--- config.mk ---
export PLATFORM = sky130hd
export DESIGN_NAME = muldiv_sequencer
export DESIGN_NICKNAME = d
export VERILOG_FILES = /design/src/rtl/muldiv_sequencer.sv
export SDC_FILE = /design/constraint.sdc
export NUM_CORES = 1
export LEC_CHECK = 0
export CAP_MARGIN = 20
export CORE_MARGIN = 1.5
export CORE_UTILIZATION = 50
export CTS_CLUSTER_DIAMETER = 100
export DETAILED_ROUTE_END_ITERATION = 12
export PLACE_DENSITY_LB_ADDON = 0.15
export SYNTH_ARGS = -nofsm -noshare
export SYNTH_HDL_FRONTEND = slang
export SYNTH_SLANG_ARGS = --single-unit
--- constraint.sdc ---
create_clock -name clk -period 8.3 [get_ports clk]
set_input_delay 0.83 -clock clk [delete_from_list [all_inputs] [get_ports clk]]
set_output_delay 0.83 -clock clk [all_outputs]
set_load 0.1 [all_outputs]
--- src/rtl/muldiv_sequencer.sv ---
// rtl/muldiv_sequencer.sv - iterative MULT/MULTU/DIV/DIVU sequencer with HI/LO result registers
module muldiv_sequencer #(
  parameter int WIDTH = 32
) (
  input  logic             clk,
  input  logic             rst_n,
  input  logic             start,
  input  logic [1:0]       op,
  input  logic [WIDTH-1:0] operand_a,
  input  logic [WIDTH-1:0] operand_b,
  input  logic             flush,
  output logic             stall,
  output logic             busy,
  output logic             done,
  output logic             div_by_zero,
  output logic [WIDTH-1:0] hi,
  output logic [WIDTH-1:0] lo
);

  localparam int CW = $clog2(WIDTH);

  typedef enum logic [1:0] {IDLE, RUN, DONE} state_t;

  state_t             state;
  logic [CW-1:0]      count;
  logic               is_div;
  logic               b_zero;
  logic               neg_res;
  logic               neg_rem;
  logic [WIDTH-1:0]   mag_a;
  logic [WIDTH-1:0]   mag_b;
  logic [WIDTH-1:0]   a_orig;
  logic [2*WIDTH-1:0] acc;

  logic               sgn_op;
  logic               a_neg;
  logic               b_neg;
  logic [WIDTH-1:0]   mag_a_in;
  logic [WIDTH-1:0]   mag_b_in;
  logic [WIDTH:0]     add_sum;
  logic [WIDTH:0]     div_tmp;
  logic [WIDTH:0]     div_diff;
  logic [2*WIDTH-1:0] acc_next;
  logic [2*WIDTH-1:0] product;
  logic [WIDTH-1:0]   quo;
  logic [WIDTH-1:0]   rem;

  always_comb begin
    sgn_op   = ~op[0];
    a_neg    = sgn_op & operand_a[WIDTH-1];
    b_neg    = sgn_op & operand_b[WIDTH-1];
    mag_a_in = a_neg ? -operand_a : operand_a;
    mag_b_in = b_neg ? -operand_b : operand_b;

    // Multiply: acc = {partial product, remaining multiplier bits}, shifted right each step.
    add_sum  = {1'b0, acc[2*WIDTH-1:WIDTH]} + (acc[0] ? {1'b0, mag_a} : {(WIDTH+1){1'b0}});
    // Divide: acc = {remainder, quotient}; a borrow out of div_diff means restore.
    div_tmp  = acc[2*WIDTH-1:WIDTH-1];
    div_diff = div_tmp - {1'b0, mag_b};

    if (is_div) begin
      if (div_diff[WIDTH]) begin
        acc_next = {div_tmp[WIDTH-1:0], acc[WIDTH-2:0], 1'b0};
      end else begin
        acc_next = {div_diff[WIDTH-1:0], acc[WIDTH-2:0], 1'b1};
      end
    end else begin
      acc_next = {add_sum, acc[WIDTH-1:1]};
    end

    product = neg_res ? -acc_next : acc_next;
    quo     = neg_res ? -acc_next[WIDTH-1:0] : acc_next[WIDTH-1:0];
    rem     = neg_rem ? -acc_next[2*WIDTH-1:WIDTH] : acc_next[2*WIDTH-1:WIDTH];
  end

  assign stall = ((state == IDLE) & start) | (state == RUN);
  assign busy  = (state != IDLE);

  always_ff @(posedge clk or negedge rst_n) begin
    if (!rst_n) begin
      state       <= IDLE;
      count       <= '0;
      is_div      <= 1'b0;
      b_zero      <= 1'b0;
      neg_res     <= 1'b0;
      neg_rem     <= 1'b0;
      mag_a       <= '0;
      mag_b       <= '0;
      a_orig      <= '0;
      acc         <= '0;
      hi          <= '0;
      lo          <= '0;
      done        <= 1'b0;
      div_by_zero <= 1'b0;
    end else begin
      done        <= 1'b0;
      div_by_zero <= 1'b0;
      case (state)
        IDLE: begin
          if (start && !flush) begin
            is_div  <= op[1];
            b_zero  <= (operand_b == '0);
            neg_res <= a_neg ^ b_neg;
            neg_rem <= a_neg;
            mag_a   <= mag_a_in;
            mag_b   <= mag_b_in;
            a_orig  <= operand_a;
            acc     <= op[1] ? {{WIDTH{1'b0}}, mag_a_in} : {{WIDTH{1'b0}}, mag_b_in};
            count   <= CW'(WIDTH - 1);
            state   <= RUN;
          end
        end
        RUN: begin
          if (flush) begin
            state <= IDLE;
          end else begin
            acc   <= acc_next;
            count <= count - 1'b1;
            if (count == '0) begin
              state <= DONE;
              done  <= 1'b1;
              if (is_div && b_zero) begin
                hi          <= a_orig;
                lo          <= '1;
                div_by_zero <= 1'b1;
              end else if (is_div) begin
                hi <= rem;
                lo <= quo;
              end else begin
                hi <= product[2*WIDTH-1:WIDTH];
                lo <= product[WIDTH-1:0];
              end
            end
          end
        end
        DONE: begin
          state <= IDLE;
        end
        default: begin
          state <= IDLE;
        end
      endcase
    end
  end

endmodule
# == Yosys cells after proc, flatten, opt, wreduce, memory -nomap -nowiden ==
# Cells that the tools add are included.
# Widths: inputs -> output; s select.
# totals
reg_bits,237
in_bits,70
output_inout_bits,68
elab_cells,75
# classes
addsub,8
n_eq_ne,4
n_mux,30
bitwise,7
n_reduce_logical,12
# op_table
op,count
$mux 32,10
$mux 64,5
$neg 32->32,4
$pmux 64 s2,1
$neg 64->64,1
$add 32x32->33,1
$sub 33x32->33,1
$logic_not 32->1,1
$mux 5,2
$pmux 5 s2,1
$mux 1,7
$mux 2,3
$reduce_and 3->1,2
$logic_not 5->1,1
$sub 5x1->5 const B,1
$pmux 2 s2,1
$reduce_and 2->1,2
$reduce_bool 2->1,2
$and 1x1->1,3
$ne 3x2->1 const B,1
$eq 2x1->1 const B,1
$logic_and 1x1->1,2
$logic_not 2->1,1
$ne 2x1->1 const B,1
other kinds (5),6

# == Longest topological paths before layout ==
# depth
ltp_word,7
mapped_depth,25
mapped_depth_nobuf,24

# == Worst setup path before layout ==
# OpenSTA, ideal clock, no wires.
# synth_timing
kind,register to register
from,register is_div
to,register hi[22]
arrival_time_ns,5.964
t_required_ns,8.169
path_slack_ns,2.205
path_stages_with_launch,24
path_buffers,9
cell_sequence,dfrtp_1 > buf_2 > clkbuf_1 > buf_2 > buf_2 > buf_2 > buf_2 > buf_1 > buf_1 > buf_1 > mux2i_1 > ha_1 > nor2b_1 > o21ai_0 > or2_2 > or4b_1 > or2_1 > nor3_1 > nor2_1 > or4_1 > o21bai_1 > o31a_1 > xnor2_1 > o21ai_1
# synth_between
elab_chain_cells,5
elab_cells_between_ends,8
classes_between,add/sub: 2; mux: 5; reduce/logical: 1
# synth_lines
item,line_no,source
"start, declared",26,logic is_div;
"start signal, assigned",101,is_div <= op[1];
$mux 64,61,if (is_div) begin
$neg 64->64 or $neg 32->32 (tied branches),"71, 73",
$mux 64 or $mux 32 (tied branches),"71, 73",
$mux 32,126,end else if (is_div) begin
$mux 32 *,122,if (is_div && b_zero) begin
"end signal, assigned",123,hi <= a_orig;
"end signal, assigned",127,hi <= rem;
"end signal, assigned",130,hi <= product[2*WIDTH-1:WIDTH];
"end, declared",16,"output logic [WIDTH-1:0] hi,"
# Every way passes the cells marked *; elsewhere a longest branch is shown, timed or not.
# A chain may end at the register's enable or synchronous reset.

# == Final worst setup path ==
# layout_timing
from,register acc[31]
to,register hi[22]
# layout_between
elab_chain_cells,7
elab_cells_between_ends,9
classes_between,add/sub: 3; mux: 6
# layout_lines
item,line_no,source
"start, declared",33,logic [2*WIDTH-1:0] acc;
"start signal, assigned",108,"acc <= op[1] ? {{WIDTH{1'b0}}, mag_a_in} : {{WIDTH{1'b0}}, mag_b_in};"
"start signal, assigned",117,acc <= acc_next;
$sub 33x32->33,59,"div_diff = div_tmp - {1'b0, mag_b};"
$mux 64,62,if (div_diff[WIDTH]) begin
$mux 64 *,61,
$neg 64->64 or $neg 32->32 (tied branches),"71, 73",
$mux 64 or $mux 32 (tied branches),"71, 73",
$mux 32 *,126,
$mux 32 *,122,
# Marked as above.

==> results.sh <==
export IMPL_status="finished, final reports clean"
export IMPL_first_global_vias=17000
export IMPL_finalCritPeriodShare=0.886
export IMPL_max_cap_violations=0
export IMPL_drive_gt1_frac=0.0603
export IMPL_slew_headroom=0.223
export IMPL_post_route_util=0.581
export IMPL_core_area_mm2=0.0355
export IMPL_setup_slack_ns=0.945
export IMPL_ir_drop_mv=0.173
export IMPL_syn_area_per_cell_um2=7.94
export IMPL_hold_viol=0
export IMPL_ys_flop_type="dfrtp_1"
export IMPL_setup_viol_count_final=0
export IMPL_gp_congestion=0.974
export IMPL_clock_skew_ns=0.0217
export IMPL_rows=69
export IMPL_ys_ff_latch=236
export IMPL_max_freq_mhz=136
export IMPL_crit_path_end_kind="register"
export IMPL_die_w_um=193
export IMPL_hold_slack_ns=0.315
export IMPL_dieHeight_um=193
export IMPL_fin_nets=2475
export IMPL_min_period_ns=7.35
export IMPL_required_ns=8.73
export IMPL_path_clk_slew_ns=0.06
export IMPL_area_delta_synth_final_pct=14.4
export IMPL_powerDensity_mw_per_mm2=312
export IMPL_crit_type="register to register"
export IMPL_final_cells=2815
export IMPL_cts_tree="built"
export IMPL_ant_nets=0
export IMPL_hold_buffers=0
export IMPL_cts_resized=0
export IMPL_postCtsSetupBuffers=0
export IMPL_n_antenna_cell=0
export IMPL_clockRootBuffer="clkbuf_16"
export IMPL_grt_ovfl_total=0
export IMPL_initial_core_util=0.508
export IMPL_grt_setup_unrepaired="false"
export IMPL_synthCells=2270
export IMPL_worst_pin_slew_ns=1.16
export IMPL_synth_area_mm2=0.0180
export IMPL_worstSkewPairLatency_ns=0.58
export IMPL_synth_edf_count=0
export IMPL_cp_max_fo=15
export IMPL_place_ws_ns=1.31
export IMPL_wl_um=69900
export IMPL_grt_total_usage=0.376
export IMPL_grt_max_degree=113
export IMPL_grt_antenna_before_repair=2
export IMPL_worstHoldPathType="primary input to async pin"
export IMPL_first_pass_iters=6
export IMPL_portBuffers=137
export IMPL_fill_cells=3298
export IMPL_synth_cell_type_count=94
export IMPL_syn_nets=2412
export IMPL_dp_hpwl_um=52900
export IMPL_cts_buffers=27
export IMPL_wl_per_cell_um=24.8
export IMPL_placed_cells=2764
export IMPL_io_pins=138
export IMPL_async_flop_share=1.00
export IMPL_drtIter0Drc=2006
export IMPL_cts_max_path_buffers=3
export IMPL_finalSetupTns_ns=0
export IMPL_synth_warnings=0
export IMPL_htreeDepth=1
export IMPL_arrival_ns=7.78
export IMPL_leakagePower_nw=9.07
export IMPL_routed_via_density=6.37
export IMPL_vias=17900
export IMPL_slew_violations=0
export IMPL_grt_pass1_wl_um=105000
export IMPL_ys_seq_area_frac=0.328
export IMPL_worstSetupStartpointType="register"
export IMPL_die_area_mm2=0.0372
export IMPL_drc=0
export IMPL_clock_sinks=236
## Yosys cell counts, drive strengths merged, types with 6 or more instances
cell type / n / area [µm²]
a211oi: 23 / 183
a31o: 9 / 78.8
nor4: 23 / 165
mux2i: 68 / 681
or2: 15 / 98.8
xor2: 51 / 447
o21bai: 8 / 60.1
nor2b: 17 / 106
inv: 75 / 282
and2: 43 / 273
o21a: 10 / 76.3
a31oi: 23 / 159
a22o: 17 / 149
and3: 23 / 144
or3: 22 / 143
nand2b: 15 / 93.8
nor2: 145 / 544
a2111oi: 7 / 62.6
or4: 16 / 131
a21o: 34 / 255
nor3: 44 / 235
o211ai: 33 / 253
dfrtp: 236 / 5910
o41ai: 12 / 113
xnor2: 114 / 998
o31ai: 15 / 113
nand3: 38 / 190
buf: 34 / 188
nand2: 392 / 1470
o21ai: 246 / 1230
nand4: 20 / 138
a21oi: 178 / 895
ha: 70 / 876
o22ai: 7 / 43.8
clkbuf: 96 / 360
mux2: 6 / 67.6
o31a: 6 / 52.6
## worst paths after layout
check | from | end | slack [ns] | cells after the start
max | acc[31]$_DFFE_PN0P_ | hi[22]$_DFFE_PN0P_ | 0.95 | 24
min | rst_n | acc[50]$_DFFE_PN0P_ | 0.31 | 1
max reg2reg | acc[31]$_DFFE_PN0P_ | hi[22]$_DFFE_PN0P_ | 0.95 | 24
min reg2reg | hi[0]$_DFFE_PN0P_ | hi[0]$_DFFE_PN0P_ | 0.48 | 2
max in group asynchronous | rst_n | acc[46]$_DFFE_PN0P_ | 6.36 | 2
min in group clk | hi[0]$_DFFE_PN0P_ | hi[0]$_DFFE_PN0P_ | 0.48 | 2
## power breakdown
group          internal [W]  switching [W]
Clock              0.000743       0.000536
Sequential          0.00135       0.000217
Combinational       0.00124        0.00234
Total               0.00333        0.00310
## worst max-delay path: stages, from the launching register on
cell and delay, ns:
dfrtp_1 0.40, inv_1 0.11, ha_1 0.21, inv_1 0.08
fa_1 0.24, a211oi_1 0.13, o211ai_2 0.28, nand4_2 0.17
a311oi_2 0.78, o21a_2 0.49, nor3_2 0.22, a21oi_1 0.28
ha_1 0.24, nor2b_1 0.17, o21ai_0 0.20, or2_2 0.35
or4b_1 0.53, or2_1 0.30, nor3_1 0.54, nor2_1 0.24
or4_1 0.47, o21bai_1 0.23, o31a_1 0.32, xnor2_1 0.14
o21ai_1 0.07
## metrics by stage
| stage | total power, W | cell area [µm²] |
|---|---|---|
| after global placement | 0.00502 | 19600 |
| after global routing | 0.00674 | 20600 |
| after floorplan | 0.00394 | 18000 |
| after CTS | 0.00634 | 20600 |
| final | 0.00643 | 20600 |
| after detailed placement | 0.00505 | 19600 |
## sequential cells by signal, summed over array words and instances, names as in the netlist
register	cells
a_orig	31
acc	64
b_zero	1
count	5
div_by_zero	1
done	1
hi	32
is_div	1
lo	32
mag_a	32
mag_b	32
neg_rem	1
neg_res	1
state	2
## cells by family (layout without fill, tap and decap cells)
logic type	after synthesis	in the layout	synth area share
AOI/OAI and AO/OA	675	675	0.231
and+or+nand+nor	843	843	0.223
DFF	236	236	0.328
buffers and inverters	205	289	0.0460
adders and majority gates	72	72	0.0508
muxes	74	74	0.0415
xor gates and xnor gates	165	165	0.0802
## metal layers
metal | up-vias | track usage | share of wire
met5 | - | 0 | 0.00019
met4 | 2 | 0.171 | 0.054
met3 | 165 | 0.0547 | 0.083
met2 | 899 | 0.585 | 0.44
met1 | 8672 | 0.516 | 0.42
li1 | 8192 | - | -
## final cells by class
| class | instances | area (µm²) | area share |
|---|---|---|---|
| Multi-Input combinational cell | 1829 | 11300 | 0.549 |
| Sequential cell | 236 | 5910 | 0.287 |
| Timing Repair Buffer | 164 | 1590 | 0.0772 |
| Clock buffer | 38 | 807 | 0.0392 |
| Tap cell | 461 | 577 | 0.0280 |
| Inverter | 75 | 282 | 0.0137 |
| Clock inverter | 12 | 134 | 0.00650 |
## layout by cell type, fill, tap and decap left out, types with 22 or more instances in the layout
cell             Yosys  routed
inv_1               75      74
ha_1                70      70
and3_1              23      23
nor3_1              41      40
clkbuf_16            0      28
o21ai_0            224     224
dfrtp_1            236     235
buf_4                1      26
a21oi_1            177     177
a31oi_1             22      22
mux2i_1             68      68
clkdlybuf4s50_1      0     135
nor2_1             145     143
nand3_1             38      38
nand2_1            392     392
a21o_1              34      34
and2_1              41      41
xor2_1              51      51
xnor2_1            114     114
o211ai_1            32      32
Power figures use the tool's default switching activity.
